`config.mk`:
```
export PLATFORM = sky130hd
export DESIGN_NAME = mem_arbiter
export DESIGN_NICKNAME = d
export VERILOG_FILES = /design/src/rtl/mem_arbiter.sv
export SDC_FILE = /design/constraint.sdc
export NUM_CORES = 1
export LEC_CHECK = 0
export ABC_AREA = 1
export CAP_MARGIN = 5
export CORE_MARGIN = 4
export CORE_UTILIZATION = 41
export DETAILED_ROUTE_END_ITERATION = 8
export HOLD_SLACK_MARGIN = 0.08
export PLACE_DENSITY = 0.83
export REMOVE_ABC_BUFFERS = 1
export SLEW_MARGIN = 20
export SYNTH_ARGS = -nofsm -noshare
export SYNTH_HDL_FRONTEND = slang
export SYNTH_SLANG_ARGS = --single-unit
```
`constraint.sdc`:
```
create_clock -name clk -period 2.2 [get_ports clk]
set_clock_uncertainty 0.15 [all_clocks]
set_input_delay 0.55 -clock clk [delete_from_list [all_inputs] [get_ports clk]]
set_output_delay 0.55 -clock clk [all_outputs]
set_load 0.01 [all_outputs]
```
`src/rtl/mem_arbiter.sv`:
```
// -----------------------------------------------------------------------------
// mem_arbiter
//
// Shares one word-wide synchronous RAM port between instruction fetch and data
// load/store. Byte/halfword stores become read-modify-write sequences, sub-word
// load data is lane-selected and extended, and misaligned data accesses are
// flagged instead of reaching the RAM. RAM read data arrives one cycle after
// the read is issued.
//
// Ports:
//   clk, rst_n          system clock, asynchronous active-low reset
//   i_if_req/i_if_addr  fetch request and word address (bits [1:0] ignored)
//   o_if_gnt            fetch accepted this cycle (combinational)
//   o_if_rvalid/rdata   fetched word, one cycle after the grant
//   i_d_req/we/size/    data request: store/load, size (00 B, 01 H, 1x W),
//   i_d_unsigned/addr/    zero-extend flag, byte address, right-aligned
//   i_d_wdata             store data
//   o_d_gnt             data request accepted this cycle (combinational)
//   o_d_rvalid/rdata    formatted load data, one cycle after the grant
//   o_d_err             one-cycle pulse following a misaligned grant
//   o_ram_ena/rw/addr/  RAM command (rw: 0 = read, 1 = write), byte address
//   o_ram_wdata           and write word
//   i_ram_rdata         RAM read word, registered inside the RAM
// -----------------------------------------------------------------------------
module mem_arbiter #(
    parameter int unsigned AW = 32,
    parameter int unsigned DW = 32
) (
    input  logic          clk,
    input  logic          rst_n,
    // Instruction fetch
    input  logic          i_if_req,
    input  logic [AW-1:0] i_if_addr,
    output logic          o_if_gnt,
    output logic          o_if_rvalid,
    output logic [DW-1:0] o_if_rdata,
    // Data load/store
    input  logic          i_d_req,
    input  logic          i_d_we,
    input  logic [1:0]    i_d_size,
    input  logic          i_d_unsigned,
    input  logic [AW-1:0] i_d_addr,
    input  logic [DW-1:0] i_d_wdata,
    output logic          o_d_gnt,
    output logic          o_d_rvalid,
    output logic [DW-1:0] o_d_rdata,
    output logic          o_d_err,
    // RAM port
    output logic          o_ram_ena,
    output logic          o_ram_rw,
    output logic [AW-1:0] o_ram_addr,
    output logic [DW-1:0] o_ram_wdata,
    input  logic [DW-1:0] i_ram_rdata
);

    localparam logic MEM_READ  = 1'b0;
    localparam logic MEM_WRITE = 1'b1;

    localparam logic OWN_IF = 1'b0;
    localparam logic OWN_D  = 1'b1;

    localparam logic [1:0] SZ_BYTE = 2'b00;
    localparam logic [1:0] SZ_HALF = 2'b01;

    typedef enum logic [1:0] {
        StIdle,
        StRdWait,
        StRmw,
        StErr
    } state_e;

    state_e        r_state;
    state_e        w_state_next;
    logic          r_last_owner;
    logic          w_last_owner_next;
    logic          r_rd_owner;
    logic          w_rd_owner_next;

    // Data request context, captured on every data grant
    logic [AW-1:0] r_addr;
    logic [1:0]    r_size;
    logic          r_unsigned;
    logic [15:0]   r_wdata;

    logic          w_accept;
    logic          w_pick_d;
    logic          w_if_gnt;
    logic          w_d_gnt;
    logic          w_misaligned;
    logic          w_ram_ena;
    logic [7:0]    w_lane_byte;
    logic [15:0]   w_lane_half;
    logic [DW-1:0] w_merged;

    // -------------------------------------------------------------------------
    // Arbitration
    // -------------------------------------------------------------------------
    // RMW owns the RAM port for its write cycle, so it is the only state that
    // cannot accept a new request. Grants are also held off during reset.
    assign w_accept = rst_n && (r_state != StRmw);

    // Data wins when alone, or when both request and IF went last.
    assign w_pick_d = i_d_req && (!i_if_req || (r_last_owner == OWN_IF));

    assign w_if_gnt = w_accept && i_if_req && !w_pick_d;
    assign w_d_gnt  = w_accept && w_pick_d;

    assign o_if_gnt = w_if_gnt;
    assign o_d_gnt  = w_d_gnt;

    // Size 11 behaves as a word access.
    assign w_misaligned = ((i_d_size == SZ_HALF) && i_d_addr[0]) ||
                          (i_d_size[1] && (i_d_addr[1:0] != 2'b00));

    // -------------------------------------------------------------------------
    // Load formatting: pick the addressed lane, then extend to 32 bits
    // -------------------------------------------------------------------------
    always_comb begin
        w_lane_byte = i_ram_rdata[7:0];
        unique case (r_addr[1:0])
            2'b00:   w_lane_byte = i_ram_rdata[7:0];
            2'b01:   w_lane_byte = i_ram_rdata[15:8];
            2'b10:   w_lane_byte = i_ram_rdata[23:16];
            default: w_lane_byte = i_ram_rdata[31:24];
        endcase
        w_lane_half = r_addr[1] ? i_ram_rdata[31:16] : i_ram_rdata[15:0];
    end

    always_comb begin
        o_d_rdata = i_ram_rdata;
        case (r_size)
            SZ_BYTE: o_d_rdata = {{24{!r_unsigned && w_lane_byte[7]}}, w_lane_byte};
            SZ_HALF: o_d_rdata = {{16{!r_unsigned && w_lane_half[15]}}, w_lane_half};
            default: o_d_rdata = i_ram_rdata;
        endcase
    end

    assign o_if_rdata = i_ram_rdata;

    // -------------------------------------------------------------------------
    // Store merge for the RMW write cycle; only byte/half stores get here
    // -------------------------------------------------------------------------
    always_comb begin
        w_merged = i_ram_rdata;
        if (r_size == SZ_BYTE) begin
            unique case (r_addr[1:0])
                2'b00:   w_merged[7:0]   = r_wdata[7:0];
                2'b01:   w_merged[15:8]  = r_wdata[7:0];
                2'b10:   w_merged[23:16] = r_wdata[7:0];
                default: w_merged[31:24] = r_wdata[7:0];
            endcase
        end else if (r_addr[1]) begin
            w_merged[31:16] = r_wdata;
        end else begin
            w_merged[15:0] = r_wdata;
        end
    end

    // -------------------------------------------------------------------------
    // Next state and RAM command
    // -------------------------------------------------------------------------
    always_comb begin
        w_state_next      = StIdle;
        w_last_owner_next = r_last_owner;
        w_rd_owner_next   = r_rd_owner;
        w_ram_ena         = 1'b0;
        o_ram_rw          = MEM_READ;
        o_ram_addr        = i_if_addr;
        o_ram_wdata       = i_d_wdata;

        if (r_state == StRmw) begin
            w_ram_ena    = 1'b1;
            o_ram_rw     = MEM_WRITE;
            o_ram_addr   = r_addr;
            o_ram_wdata  = w_merged;
            w_state_next = StIdle;
        end else if (w_if_gnt) begin
            w_ram_ena         = 1'b1;
            o_ram_rw          = MEM_READ;
            o_ram_addr        = i_if_addr;
            w_last_owner_next = OWN_IF;
            w_rd_owner_next   = OWN_IF;
            w_state_next      = StRdWait;
        end else if (w_d_gnt) begin
            w_last_owner_next = OWN_D;
            o_ram_addr        = i_d_addr;
            if (w_misaligned) begin
                // Granted so the requester moves on, but the RAM is untouched.
                w_state_next = StErr;
            end else if (!i_d_we) begin
                w_ram_ena       = 1'b1;
                o_ram_rw        = MEM_READ;
                w_rd_owner_next = OWN_D;
                w_state_next    = StRdWait;
            end else if (i_d_size[1]) begin
                w_ram_ena    = 1'b1;
                o_ram_rw     = MEM_WRITE;
                o_ram_wdata  = i_d_wdata;
                w_state_next = StIdle;
            end else begin
                // Sub-word store: fetch the old word first, merge next cycle.
                w_ram_ena    = 1'b1;
                o_ram_rw     = MEM_READ;
                w_state_next = StRmw;
            end
        end
    end

    assign o_ram_ena = w_ram_ena && rst_n;

    assign o_if_rvalid = (r_state == StRdWait) && (r_rd_owner == OWN_IF);
    assign o_d_rvalid  = (r_state == StRdWait) && (r_rd_owner == OWN_D);
    assign o_d_err     = (r_state == StErr);

    // -------------------------------------------------------------------------
    // State registers
    // -------------------------------------------------------------------------
    always_ff @(posedge clk or negedge rst_n) begin
        if (!rst_n) begin
            r_state      <= StIdle;
            r_last_owner <= OWN_IF;
            r_rd_owner   <= OWN_IF;
        end else begin
            r_state      <= w_state_next;
            r_last_owner <= w_last_owner_next;
            r_rd_owner   <= w_rd_owner_next;
        end
    end

    always_ff @(posedge clk or negedge rst_n) begin
        if (!rst_n) begin
            r_addr     <= '0;
            r_size     <= '0;
            r_unsigned <= 1'b0;
            r_wdata    <= '0;
        end else if (w_d_gnt) begin
            r_addr     <= i_d_addr;
            r_size     <= i_d_size;
            r_unsigned <= i_d_unsigned;
            r_wdata    <= i_d_wdata[15:0];
        end
    end

endmodule

```
==> out/metrics.cfg <==
[final_layout]
final_cells=1409
insertedDiodeCount=0
multiInputGateArea_mm2=0.003831
layout-drive-gt1-share=0.3924
final.fill_count=661
syn2layout_area_growth_pct=103.2
register_area_mm2=0.001379
nNetsFinal=1376
final_core_util=0.8589

[routing]
drc=0
ant_nets=0
viasPerCell=5.736
routed_wl_mm=29.05
firstDrtPassIters=5
num_vias=8082
drt_first_iter_violations=905
wire_per_inst_um=20.62

[floorplan]
ios=271
die_area_mm2=0.01434
core-area_mm2=0.01211
num_rows=40
dieWidth_um=119.7
die_h_um=119.7
start_util=0.4226

[run]
cap_viol_max_count=0

[synth]
synthFlopType=dfrtp_1
ys_top_cells_by_area=dfrtp_1, nand2_1, nand3_1
synth_most_common_cell=nand2_1
ys_seq_elements=55
synth.distinct_cells=26
yosysTopAreaCellShare=0.2689
synth_area_leader_cell=dfrtp_1
synth_edf_count=0
async_flop_share=1.000
yosys-top-cells-count=nand2_1, nand3_1, o21ai_0
synth.avg_cell_area_um2=6.029
yosysWarnings=0
yosysSeqAreaShare=0.2689
syn_area_mm2=0.005119
synth_cells=849

[setup_path]
max_stage_delay_ns=0.43
path_class=reg -> out
crit_buf_inv=4
critPathLaunchType=flip-flop
reg2reg_from=r_state[1]
arrival_ns=1.86
crit_fanout=7
cp_slowest_cell=dfrtp_1
endpoint_kind=primary output
cp_cell_sequence=nand2_4 > nand4_1 > buf_12 > buf_6 > buf_6 > nand3_2 > nand3_2 > buf_6
cp.required_ns=1.50
crit_path_start=r_state[1]
cp_common_cell=buf_6
critPathTopFamily=buffers and inverters

[outcome]
violations=negative setup slack
status=finished, violations left

[clocking]
htree_levels=2
clk_latency_ns=0.30
cts_tree=done
clock_path_buffers=2
ctsHoldBuffers=0
clk_pin_slew_ns=0.08
root_buffer=clkbuf_16
cts_buffers=5
clock_sinks=55

[placed_design]
pre_cts_ws_ns=-0.9220
dp_hpwl_mm=16.74
place.gp.congestion=0.9529
io_buffers=270
place_inst=1341

[sta]
fmax_ghz=0.3912
period_share=1.162
worst_slack_ns=-0.3562
rsz0062_at_grt=yes
finalSetupViolations=99
hold_viol_final=0
slew_headroom=0.5023
setup_tns_ns=-25.46
fin_crit_ns=2.556
slew_violations=0
worst_slew_pin_slew_ns=0.7465

[pwr]
p_leak_nw=5.366
ir_drop_v=0.0003694
power.density_mw_per_mm2=653.4

[global_routing]
grt_max_degree=55
gr-total-overflow=0
track_usage=0.3212
antenna_found_initial=0
grt_pass1_wl_mm=37.18
grt_pass1_vias=7317

[hold_path]
hold_class=in -> async

[layout by cell type, fill, tap and decap left out, types with 3 or more instances in the layout]
cell	n
o21ai_0	31
clkdlybuf4s15_1	5
o211ai_1	25
a21oi_1	13
buf_6	92
nand3_2	59
clkbuf_2	6
buf_2	41
clkdlybuf4s50_1	128
inv_1	37
clkdlybuf4s15_2	6
inv_6	3
nand2_1	321
a21oi_2	3
clkbuf_16	10
nor2_1	46
o21ai_2	8
a31oi_1	6
nand2_2	23
dlygate4sd2_1	27
buf_12	17
nor2_4	4
nand2_4	10
nand3_4	29
nand3_1	41
o21ai_4	7
dlymetal6s2s_1	3
buf_4	132
buf_8	6
o21ai_1	14
inv_2	14
dfrtp_1	53
[sequential cells by signal, indices dropped and copies added (netlist names)]
signal and count:
r_addr 32, r_wdata 16, r_unsigned 1, r_rd_owner 1, r_state 2, r_last_owner 1, r_size 2
[worst register-to-register path, delay by kind of cell, from the launching register on]
kind          cells  cell delay (ns)
buf+inv           4             0.80
flops             1             0.43
simple gates      4             0.54
[repair_timing]
| action | in CTS | in global routing |
|---|---|---|
| pin swaps | 38 | 32 |
| gates resized for setup | 623 | 177 |
| hold endpoints to repair | 0 | 0 |
| setup endpoints to repair | 134 | 110 |
| gates cloned | 5 | 4 |
| setup buffers | 38 | 18 |
[routing by layer]
metal  share of wire  track usage
met5               0            0
met3            0.10      0.06409
met4           0.058       0.1346
met2            0.51       0.5915
met1            0.34       0.3590
[worst paths after layout]
| kind | endpoint | slack (ns) | cells past startpoint |
|---|---|---|---|
| min reg2reg | r_addr[20] | 0.35 | 2 |
| min | r_addr[9] | 0.16 | 2 |
| min in group clk | r_addr[20] | 0.35 | 2 |
| max in group asynchronous | r_addr[0] | 0.92 | 2 |
| max | o_ram_addr[28] | -0.36 | 8 |
| max reg2reg | r_addr[31] | 0.18 | 8 |
[logic make-up after synthesis]
family          share of synthesized area
simple gates                       0.4505
buf+inv                            0.1564
compound gates                     0.1242
flops                              0.2689
[layout make-up]
| type | instances | area share |
|---|---|---|
| Multi-Input combinational cell | 652 | 0.3683 |
| Sequential cell | 55 | 0.1325 |
| Tap cell | 168 | 0.02021 |
| Clock inverter | 3 | 0.004571 |
| Clock buffer | 5 | 0.01203 |
| Inverter | 55 | 0.02177 |
| Timing Repair Buffer | 471 | 0.4406 |
[report_power, final]
group	internal, mW	switching, mW
logic	2.13	2.30
clock network	0.545	0.420
registers	1.22	0.174
total	3.90	2.90
[metrics by stage]
step                power [mW]  hold WS (ns)  area (um^2)
floorplan                2.796        0.1044         4524
global placement         4.701        0.3034         8672
detailed placement       4.779        0.3097         8672
CTS                      6.080        0.1364         9550
global route             7.093        0.1726        10400
finish                   6.797        0.1591        10400
Power figures use the tool's default switching activity.
